File: src/rtl/mode4_tree_sequencer_pkg.sv
// rtl/mode4_tree_sequencer_pkg.sv - shared constants and state encoding for the adder-tree sequencer
package mode4_tree_sequencer_pkg;

    localparam int DATA_WIDTH_DEFAULT   = 16;
    localparam int VECTOR_DEPTH_DEFAULT = 64;
    localparam int LANES                = 4;

    typedef enum logic [1:0] {
        ST_CLEAR  = 2'd0,
        ST_FILL   = 2'd1,
        ST_DRAIN  = 2'd2,
        ST_RESULT = 2'd3
    } state_t;

endpackage

File: src/rtl/mode4_tree_sequencer_if.sv
// rtl/mode4_tree_sequencer_if.sv - beat input stream and result output stream of the sequencer
interface mode4_tree_sequencer_if
    import mode4_tree_sequencer_pkg::*;
#(
    parameter int DATA_WIDTH = DATA_WIDTH_DEFAULT
);
    logic                        in_valid;
    logic                        in_ready;
    logic [LANES*DATA_WIDTH-1:0] in_data;
    logic                        out_valid;
    logic                        out_ready;
    logic [DATA_WIDTH-1:0]       out_data;

    modport master (
        output in_valid, in_data, out_ready,
        input  in_ready, out_valid, out_data
    );

    modport slave (
        input  in_valid, in_data, out_ready,
        output in_ready, out_valid, out_data
    );
endinterface

File: src/rtl/mode4_tree_sequencer.sv
// rtl/mode4_tree_sequencer.sv - feeds 4-lane beats into mode4_adder_tree and returns the vector sum
module mode4_tree_sequencer
    import mode4_tree_sequencer_pkg::*;
#(
    parameter int DATA_WIDTH   = DATA_WIDTH_DEFAULT,
    parameter int VECTOR_DEPTH = VECTOR_DEPTH_DEFAULT
)(
    input  logic                  clk,
    input  logic                  reset,
    mode4_tree_sequencer_if.slave bus,
    output logic [DATA_WIDTH-1:0] inp0,
    output logic [DATA_WIDTH-1:0] inp1,
    output logic [DATA_WIDTH-1:0] inp2,
    output logic [DATA_WIDTH-1:0] inp3,
    output logic                  mode4_stage2_run,
    output logic                  mode4_stage1_run,
    output logic                  mode4_stage0_run,
    output logic                  tree_clr,
    input  logic [DATA_WIDTH-1:0] sum_in
);

    localparam int BEATS = VECTOR_DEPTH / LANES;
    localparam int CNT_W = (BEATS > 1) ? $clog2(BEATS) : 1;
    localparam logic [CNT_W-1:0] LAST_BEAT = CNT_W'(BEATS - 1);

    state_t                state;
    logic [CNT_W-1:0]      cnt;
    logic                  v2, v1, v0;
    logic                  in_ready_q;
    logic                  out_valid_q;
    logic [DATA_WIDTH-1:0] out_data_q;
    logic                  accept;

    assign accept        = bus.in_valid && in_ready_q;
    assign bus.in_ready  = in_ready_q;
    assign bus.out_valid = out_valid_q;
    assign bus.out_data  = out_data_q;

    assign mode4_stage2_run = v2;
    assign mode4_stage1_run = v1;
    assign mode4_stage0_run = v0;

    always_ff @(posedge clk or negedge reset) begin
        if (!reset) begin
            state       <= ST_CLEAR;
            cnt         <= '0;
            v2          <= 1'b0;
            v1          <= 1'b0;
            v0          <= 1'b0;
            inp0        <= '0;
            inp1        <= '0;
            inp2        <= '0;
            inp3        <= '0;
            out_data_q  <= '0;
            out_valid_q <= 1'b0;
            in_ready_q  <= 1'b0;
            tree_clr    <= 1'b1;
        end else begin
            // Valid chain always shifts; a cycle without an accept inserts a bubble.
            v2 <= 1'b0;
            v1 <= v2;
            v0 <= v1;
            case (state)
                ST_CLEAR: begin
                    tree_clr   <= 1'b0;
                    in_ready_q <= 1'b1;
                    state      <= ST_FILL;
                end
                ST_FILL: begin
                    if (accept) begin
                        inp0 <= bus.in_data[0*DATA_WIDTH +: DATA_WIDTH];
                        inp1 <= bus.in_data[1*DATA_WIDTH +: DATA_WIDTH];
                        inp2 <= bus.in_data[2*DATA_WIDTH +: DATA_WIDTH];
                        inp3 <= bus.in_data[3*DATA_WIDTH +: DATA_WIDTH];
                        v2   <= 1'b1;
                        if (cnt == LAST_BEAT) begin
                            cnt        <= '0;
                            in_ready_q <= 1'b0;
                            state      <= ST_DRAIN;
                        end else begin
                            cnt <= cnt + 1'b1;
                        end
                    end
                end
                ST_DRAIN: begin
                    // Once the chain is empty the tree output holds the final sum.
                    if (!(v2 || v1 || v0)) begin
                        out_data_q  <= sum_in;
                        out_valid_q <= 1'b1;
                        state       <= ST_RESULT;
                    end
                end
                ST_RESULT: begin
                    if (bus.out_ready) begin
                        out_valid_q <= 1'b0;
                        tree_clr    <= 1'b1;
                        state       <= ST_CLEAR;
                    end
                end
                default: state <= ST_CLEAR;
            endcase
        end
    end

endmodule

File: src/flat_wrapper.sv
// flat-port wrapper written by rule: the top's interface ports become plain ports
module mode4_tree_sequencer_flat import mode4_tree_sequencer_pkg::*;
#(
    parameter int DATA_WIDTH   = DATA_WIDTH_DEFAULT,
    parameter int VECTOR_DEPTH = VECTOR_DEPTH_DEFAULT
)
  (clk, reset, inp0, inp1, inp2, inp3, mode4_stage2_run, mode4_stage1_run, mode4_stage0_run, tree_clr, sum_in, bus_in_valid, bus_in_data, bus_out_ready, bus_in_ready, bus_out_valid, bus_out_data);
  mode4_tree_sequencer_if #(.DATA_WIDTH(DATA_WIDTH)) bus_i ();
  input  logic clk;
  input  logic reset;
  output logic [DATA_WIDTH-1:0] inp0;
  output logic [DATA_WIDTH-1:0] inp1;
  output logic [DATA_WIDTH-1:0] inp2;
  output logic [DATA_WIDTH-1:0] inp3;
  output logic mode4_stage2_run;
  output logic mode4_stage1_run;
  output logic mode4_stage0_run;
  output logic tree_clr;
  input  logic [DATA_WIDTH-1:0] sum_in;
  input wire logic [$bits(bus_i.in_valid)-1:0] bus_in_valid;
  input wire logic [$bits(bus_i.in_data)-1:0] bus_in_data;
  input wire logic [$bits(bus_i.out_ready)-1:0] bus_out_ready;
  output wire logic [$bits(bus_i.in_ready)-1:0] bus_in_ready;
  output wire logic [$bits(bus_i.out_valid)-1:0] bus_out_valid;
  output wire logic [$bits(bus_i.out_data)-1:0] bus_out_data;
  assign bus_i.in_valid = bus_in_valid;
  assign bus_i.in_data = bus_in_data;
  assign bus_i.out_ready = bus_out_ready;
  assign bus_in_ready = bus_i.in_ready;
  assign bus_out_valid = bus_i.out_valid;
  assign bus_out_data = bus_i.out_data;
  mode4_tree_sequencer #(.DATA_WIDTH(DATA_WIDTH), .VECTOR_DEPTH(VECTOR_DEPTH)) u_core (.clk(clk), .reset(reset), .bus(bus_i), .inp0(inp0), .inp1(inp1), .inp2(inp2), .inp3(inp3), .mode4_stage2_run(mode4_stage2_run), .mode4_stage1_run(mode4_stage1_run), .mode4_stage0_run(mode4_stage0_run), .tree_clr(tree_clr), .sum_in(sum_in));
endmodule
File: config.mk
export PLATFORM = sky130hd
export DESIGN_NAME = mode4_tree_sequencer_flat
export DESIGN_NICKNAME = d
export VERILOG_FILES = /design/src/rtl/mode4_tree_sequencer_pkg.sv /design/src/rtl/mode4_tree_sequencer_if.sv /design/src/rtl/mode4_tree_sequencer.sv /design/src/flat_wrapper.sv
export SDC_FILE = /design/constraint.sdc
export NUM_CORES = 1
export LEC_CHECK = 0
export CORE_ASPECT_RATIO = 2
export CORE_MARGIN = 3
export CORE_UTILIZATION = 23
export DETAILED_ROUTE_END_ITERATION = 7
export PLACE_DENSITY = 0.47
export SYNTH_ARGS = -nofsm -noshare
export SYNTH_HDL_FRONTEND = slang
export SYNTH_SLANG_ARGS = --single-unit
File: constraint.sdc
create_clock -name clk -period 4.4 [get_ports clk]
set_input_delay 0.88 -clock clk [delete_from_list [all_inputs] [get_ports clk]]
set_output_delay 0.88 -clock clk [all_outputs]
set_load 0.01 [all_outputs]
==> out/qor.yml, run 1 <==
die_x_um: 94.8
finalSetupTns_ns: 0
antenna_left: 0
holdBufCountCts: 0
cellLeakagePower_uw: 0.00274
cts_tree: "done"
finalHoldViolCount: 0
totalWireLength_um: 10900
vias: 2971
drt-vias-per-instance: 4.05
clockBufferDepth: 2
grt_usage: 0.130
yosys_warnings: 0
rr_endpoint: "u_core.inp0[3]"
synth_seq_area_share: 0.636
core_um2: 15400
start_util: 0.236
ys_ff_latch: 92
hp-class: "flop to flop"
drive_above_1_share: 0.0822
critPathLaunchType: "input pin"
r2r.worst_path.cells: 7
powerDensity_nw_per_um2: 717
drtIter0Drc: 79
syn_nets: 452
syn-mean-instance-area_um2: 10.0
clk_pin_slew_ns: 0.07
synth-xor-area-share: 0.00242
drt-pass1-iter-count: 4
antenna_found_initial: 0
io_buffers: 169
cp_max_fo: 48
r2r_setup_slack_ns: 2.34
first_global_vias: 3198
async_flop_share: 1.00
rr_startpoint: "u_core.state[1]"
max_freq_ghz: 0.428
min_period_over_period: 0.531
overflow: 0
whs_path_depth: 0
clock-sinks: 92
slew_violations: 0
synthMuxAreaShare: 0.0642
hp-start: "u_core.mode4_stage2_run"
area_growth_pct: 60.8
cp.required_ns: 4.67
synth_enable_flop_cells: 0
worstSetupPathType: "input pin to flop"
route.detailed.drc: 0
htree_levels: 3
grt_max_degree: 78
synth_area_um2: 3620
fin_crit_ns: 2.34
cts_setup_buffers: 0
slew_headroom: 0.343
netlist_instances: 362
arrival_ns: 2.61
dpl.hpwl_um: 8080
antenna_cells: 0
synth_top_family_by_area: "simple AND/OR/NAND/NOR gates"
clkLatencyLatePin_ns: 0.34
clock_skew_ns: 0.00957
status: "complete, no violations"
worst_pin_slew_ns: 0.986
ys_types: 26
ctsResizeCount: 0
synth_fa_ha_area_frac: 0.0207
ir_worst_vdd_v: 0.000321
fin_nets: 620
grt_pass1_wl_um: 17200
dieArea_um2: 17400
io_pins: 170
synth-simple-area-share: 0.229
dieHeight_um: 184
synth_ff_type: "dfrtp_1"
rsz0062_at_grt: "no"
cts-buffers-inserted: 9
place_congestion: 0.758
endpoint_kind: "flop"
synth_compound_area_frac: 0.0207
setup_viol_count_final: 0
avgRoutedWirePerCell_um: 14.9
holdPathEnd: "u_core.mode4_stage1_run"
row_count: 64
worstSetupStartpoint: "bus_in_valid"
power_uw: 4180
cts-root-buf: "clkbuf_16"
drv_cap: 0
-- registers in the layout, summed over array words and instances (netlist names) --
register	count
u_core.inp0	16
u_core.inp1	16
u_core.bus.out_valid	1
u_core.mode4_stage1_run	1
u_core.tree_clr	1
u_core.bus.in_ready	1
u_core.inp2	16
u_core.mode4_stage0_run	1
u_core.bus.out_data	16
u_core.state	2
u_core.mode4_stage2_run	1
u_core.cnt	4
u_core.inp3	16
-- cells by family (layout without fill, tap and decap cells) --
kind of cell / Yosys count / count (layout)
fa+ha+maj: 6 / 6
flops: 92 / 92
buf+inv: 21 / 194
xor+xnor: 1 / 1
simple gates: 212 / 212
mux: 17 / 17
compound gates: 13 / 13
-- synthesized netlist by cell type (2+ instances only) --
library cell  instances  share of area
mux2_2                6          0.019
inv_1                 5         0.0052
a22oi_1               2         0.0041
nand3_1               2         0.0028
nand2_1             203           0.21
buf_1                 4         0.0041
mux2_4               11          0.046
dfrtp_1              91           0.63
o21ai_0               6         0.0083
clkbuf_1              8         0.0083
buf_2                 2         0.0028
ha_1                  6          0.021
a21oi_1               3         0.0041
-- cells in the final DEF, fill, tap and decap left out, types with 2 or more instances in the layout --
master and n:
mux2_4 11, inv_6 4, a22oi_1 2, inv_1 5
nand2_1 203, a21oi_1 3, buf_4 4, clkdlybuf4s50_1 168
o21ai_0 6, mux2_2 6, ha_1 6, clkbuf_16 9
dfrtp_1 91
-- area by class of cell --
cell class	count	area, µm²
Sequential cell	92	2300
Inverter	6	22.5
Clock inverter	6	76.3
Timing Repair Buffer	172	1710
Tap cell	198	248
Multi-Input combinational cell	249	1230
Fill cell	1566	9550
Clock buffer	10	239
-- critical path: stages --
cell and delay [ns]:
clkdlybuf4s50_1 0.49, nand3_2 0.09, inv_2 0.59, buf_4 0.39
nand2_1 0.09, nand2_1 0.06
-- how the worst max path moves through the flow --
stage                                  to
after floorplan           u_core.state[1]
after global placement     u_core.inp0[4]
after detailed placement   u_core.inp3[6]
after CTS                  u_core.inp0[4]
after global routing        u_core.cnt[3]
final                      u_core.inp0[3]
-- per-layer routing --
metal | vias up | track usage | part of all wire | wire length [µm]
met5 | - | 0 | 0 | 0
met4 | 0 | 0.0573 | 0.033 | 364
met3 | 17 | 0.0274 | 0.049 | 534
met2 | 101 | 0.248 | 0.58 | 6360
met1 | 1401 | 0.131 | 0.34 | 3670
li1 | 1452 | - | - | -
-- report_power, final --
group	total [µW]	leakage [µW]	switching [µW]	internal, µW
Combinational	1860	0.00145	813	1050
Sequential	1500	0.00113	238	1260
Clock	820	0.000156	351	469
Total	4180	0.00274	1400	2780
-- through the flow --
stage	instances	worst slack (ns)	instance area, µm²	utilization	hold WS, ns
final	733	2.06	5830	0.379	0.405
after global routing	733	1.85	5830	0.379	0.419
after CTS	733	2.03	5830	0.379	0.412
after detailed placement	717	1.67	5510	0.359	0.397
after global placement	717	1.68	5510	0.359	0.395
after floorplan	362	2.70	3620	-	0.435
Power figures use the tool's default switching activity.
==> inputs of run 2 (changes only) <==
clock period = 2.35 ns   (was 4.4 ns; I/O delays follow)
==> run 2 against run 1 <==
Flip-flop and latch count is the same. Die area did not move. Sequential share of layout area is 0.28 points lower. Setup slack lost 1.6 ns. Register-to-register slack lost 1.7 ns. Hold slack got worse by 0.35 ns. Via count increased by 0.34%. Critical path depth is 5 lower. Power up 85%. Cell count grew 0.55%. Largest power group unchanged.
==> out/qor.yml, run 2 (same netlist as run 1, synthesis figures left out) <==
status: "complete, no violations"
mostFrequentLayoutCells: "203 x nand2_1, 168 x clkdlybuf4s50_1, 91 x dfrtp_1"
route.detailed.drc: 0
core_um2: 15400
setup_viol_count_final: 0
worstSetupPathType: "flop to primary output"
antenna_found_initial: 0
cp_top_family: "flip-flops"
finalSetupTns_ns: 0
totalWireLength_um: 11000
overflow: 0
avgRoutedWirePerCell_um: 14.9
place_congestion: 0.783
worstSetupStartpoint: "u_core.tree_clr"
rr_startpoint: "u_core.state[0]"
clk_pin_slew_ns: 0.08
crit_path_top_delay_cell: "dfstp_2"
slowest_delay_ns: 0.54
die_x_um: 94.8
clockBufferDepth: 2
cp.required_ns: 1.88
slew_violations: 0
power_frac_comb: 0.455
cts_setup_buffers: 0
drive_above_1_share: 0.0891
cts-root-buf: "clkbuf_16"
row_count: 64
switching_share: 0.342
dieArea_um2: 17400
ir_worst_vdd_v: 0.000565
hp-class: "input pin to asynchronous set/reset pin"
clock_skew_ns: 0.0130
first_global_vias: 3099
seq_power_share: 0.362
crit_buf_inv: 1
internal_power_uw: 5100
final_common_cell: "nand2_1"
fin_crit_ns: 1.87
area_growth_pct: 62.0
min_period_over_period: 0.796
nFillCells: 1571
power.switching_uw: 2650
grt_usage: 0.130
arrival_ns: 1.40
clkLatencyLatePin_ns: 0.34
dpl.hpwl_um: 8310
vias: 2981
endpoint_kind: "primary output"
worst_pin_slew_ns: 0.426
hold_ws_ns: 0.0522
htree_levels: 3
multiInputGateArea_um2: 1230
io_pins: 170
cp_max_fo: 3
drt-vias-per-instance: 4.04
cts-buffers-inserted: 9
io_buffers: 169
drt-pass1-iter-count: 4
slew_headroom: 0.716
ctsResizeCount: 0
fin_nets: 624
drtIter0Drc: 115
dieHeight_um: 184
rsz0062_at_grt: "no"
max_freq_ghz: 0.535
clock-sinks: 92
clkPwrFrac: 0.183
antenna_left: 0
grt_max_degree: 67
powerDensity_nw_per_um2: 1320
critPathLaunchType: "flop"
finalHoldViolCount: 0
power_uw: 7750
antenna_cells: 0
drv_cap: 0
cellLeakagePower_uw: 0.00275
register_area_um2: 2300
start_util: 0.236
cp_cell_sequence: "clkdlybuf4s50_1"
holdBufCountCts: 0
grt_pass1_wl_um: 17100
cts_tree: "done"
[run 2: cell types whose count changed in the layout (fill, tap and decap cells not counted), sizes merged]
cell / previous run / this run
buf: 4 / 8
bufinv: 1 / 0
clkinvlp: 0 / 2
clkbuf: 10 / 9
[run 2: stage by stage]
| stage | std cells | cell area (µm²) | util | worst slack (ns) |
|---|---|---|---|---|
| final | 737 | 5870 | 0.382 | 0.480 |
| after floorplan | 362 | 3620 | - | 0.787 |
| after global routing | 737 | 5870 | 0.382 | 0.435 |
| after detailed placement | 721 | 5580 | 0.363 | 0.446 |
| after CTS | 737 | 5870 | 0.382 | 0.455 |
| after global placement | 721 | 5580 | 0.363 | 0.484 |
[run 2: per-layer routing]
metal  wire [µm]  GRT usage  up-vias  part of all wire
met3         525     0.0225        9             0.048
met5           0          0        -                 0
met1        3680      0.132     1415              0.33
met4         155     0.0468        0             0.014
li1            -          -     1463                 -
met2        6630      0.256       94              0.60
[run 2: cell type report]
type	count	area share
clock inverter	7	0.0109
inverter	6	0.00384
sequential	92	0.392
clock buffer	9	0.0384
tap	198	0.0422
multi-input combinational	249	0.209
timing repair buffer	176	0.303
[run 2: power by group through the flow]
stage | clock (µW) | sequential, µW | combinational [µW]
floorplan | 0 | 3130 | 1270
global placement | 0 | 2810 | 3570
detailed placement | 0 | 2820 | 3600
CTS | 1480 | 2810 | 3610
global route | 1540 | 2910 | 3850
finish | 1420 | 2800 | 3520
[run 2: worst paths after layout]
path                                           end  slack (ns)  cells after the start
setup / recovery                          tree_clr        0.48                      1
hold reg to reg            u_core.mode4_stage1_run        0.41                      0
setup reg to reg            u_core.bus.out_data[5]        0.63                      5
hold / removal                      u_core.inp0[9]        0.05                      1
max in group asynchronous          u_core.inp0[14]        1.65                      2
min in group clk           u_core.mode4_stage1_run        0.41                      0
==> inputs of run 3 (changes only) <==
clock period = 1.8 ns   (was 2.35 ns; I/O delays follow)
==> run 3 against run 2 <==
Clock-buffer cell count rose by 2. Clock skew fell by 0.0058 ns. Power rose by 34%. First-iteration DRC count fell by 23%. Routed wire length fell by 0.16%. Cell area rose by 1.2%. Setup slack got worse by 0.36 ns. Critical path type unchanged.
==> out/qor.yml, run 3 (same netlist as run 1, synthesis figures left out) <==
first_global_vias: 3175
overflow: 0
dieArea_um2: 17400
post_dp_cell_area_um2: 5570
route.detailed.drc: 0
setup_viol_count_final: 0
clkLatencyLatePin_ns: 0.34
final_common_cell: "nand2_1"
antenna_cells: 0
r2r.worst_path.cells: 6
dieHeight_um: 184
fin_crit_ns: 1.68
fin_nets: 628
r2r_setup_slack_ns: 0.18
final_area_um2: 5940
clock-sinks: 92
start_util: 0.236
drive_above_1_share: 0.0958
antenna_found_initial: 0
mostFrequentLayoutCells: "203 x nand2_1, 167 x clkdlybuf4s50_1, 91 x dfrtp_1"
powerDensity_nw_per_um2: 1750
slew_violations: 0
cts-buffers-inserted: 9
row_count: 64
arrival_ns: 1.32
worst_pin_slew_ns: 0.512
io_buffers: 169
drtIter0Drc: 89
die_x_um: 94.8
grt_pass1_wl_um: 17100
hold_ws_ns: 0.0445
min_period_over_period: 0.933
antenna_left: 0
hp-class: "input pin to asynchronous set/reset pin"
worstSetupEndpoint: "bus_in_ready"
rr_endpoint: "u_core.bus.out_data[11]"
worstSetupStartpoint: "u_core.bus.in_ready"
crit_buf_inv: 1
endpoint_kind: "primary output"
drt-vias-per-instance: 4.09
holdBufCountCts: 0
finalHoldViolCount: 0
grt_max_degree: 93
worstSetupPathType: "flop to primary output"
area_growth_pct: 63.8
io_pins: 170
nFillCells: 1574
path_depth: 1
max_freq_ghz: 0.596
ir_worst_vdd_v: 0.000565
cts_tree: "done"
totalWireLength_um: 11000
htree_levels: 3
drv_cap: 0
status: "complete, no violations"
critPathLaunchType: "flop"
rsz0062_at_grt: "no"
rr_startpoint: "u_core.state[0]"
clockBufferDepth: 2
cts-root-buf: "clkbuf_16"
slew_headroom: 0.659
avgRoutedWirePerCell_um: 14.8
dpl.hpwl_um: 8130
finalSetupTns_ns: 0
clk_pin_slew_ns: 0.07
fin_util: 0.386
crit_path_top_delay_cell: "clkdlybuf4s50_1"
power_uw: 10400
drt-pass1-iter-count: 4
grt_usage: 0.130
cp_max_fo: 4
cp.required_ns: 1.44
core_um2: 15400
cp_cell_sequence: "clkdlybuf4s50_1"
vias: 3029
clock_skew_ns: 0.00716
slowest_delay_ns: 0.56
place_congestion: 0.730
cellLeakagePower_uw: 0.00280
cp_top_family: "buffers and inverters"
-- run 3: area by class of cell --
class | instances | area (µm²) | share of cell area
Timing Repair Buffer | 180 | 1820 | 0.307
Clock buffer | 11 | 253 | 0.0426
Clock inverter | 5 | 58.8 | 0.00991
Sequential cell | 92 | 2300 | 0.388
Multi-Input combinational cell | 249 | 1230 | 0.207
Inverter | 6 | 22.5 | 0.00379
Tap cell | 198 | 248 | 0.0417
-- run 3: how the worst min path moves through the flow --
stage	endpoint	slack, ns	cells past startpoint
global route	u_core.inp0[9]	0.09	2
floorplan	u_core.bus.in_ready	0.06	0
finish	u_core.inp0[9]	0.04	2
detailed placement	u_core.mode4_stage1_run	0.39	0
global placement	u_core.mode4_stage0_run	0.38	0
CTS	u_core.inp1[5]	0.08	2
-- run 3: metal layers --
layer,global-route usage,vias to the layer above,routed length (µm)
met5,0,-,0
met2,0.251,87,6520
met3,0.0356,10,513
li1,-,1472,-
met4,0.0428,0,188
met1,0.130,1460,3760
-- run 3: through the flow --
step,cells,setup slack (ns)
global route,741,0.0549
detailed placement,720,0.0670
floorplan,362,0.237
finish,741,0.121
global placement,720,0.111
CTS,736,0.0165
-- run 3: report_power, final --
group	internal [µW]	switching (µW)	leakage, µW	total [µW]
clock network	1160	805	0.000148	1960
registers	3090	575	0.00113	3660
logic	2700	2040	0.00152	4750
-- run 3: what timing repair did --
action | CTS | global route
endpoints found under the hold margin | 0 | 0
setup buffers | 0 | 5
endpoints found under the setup margin | 0 | 8
resized for setup | 0 | 1
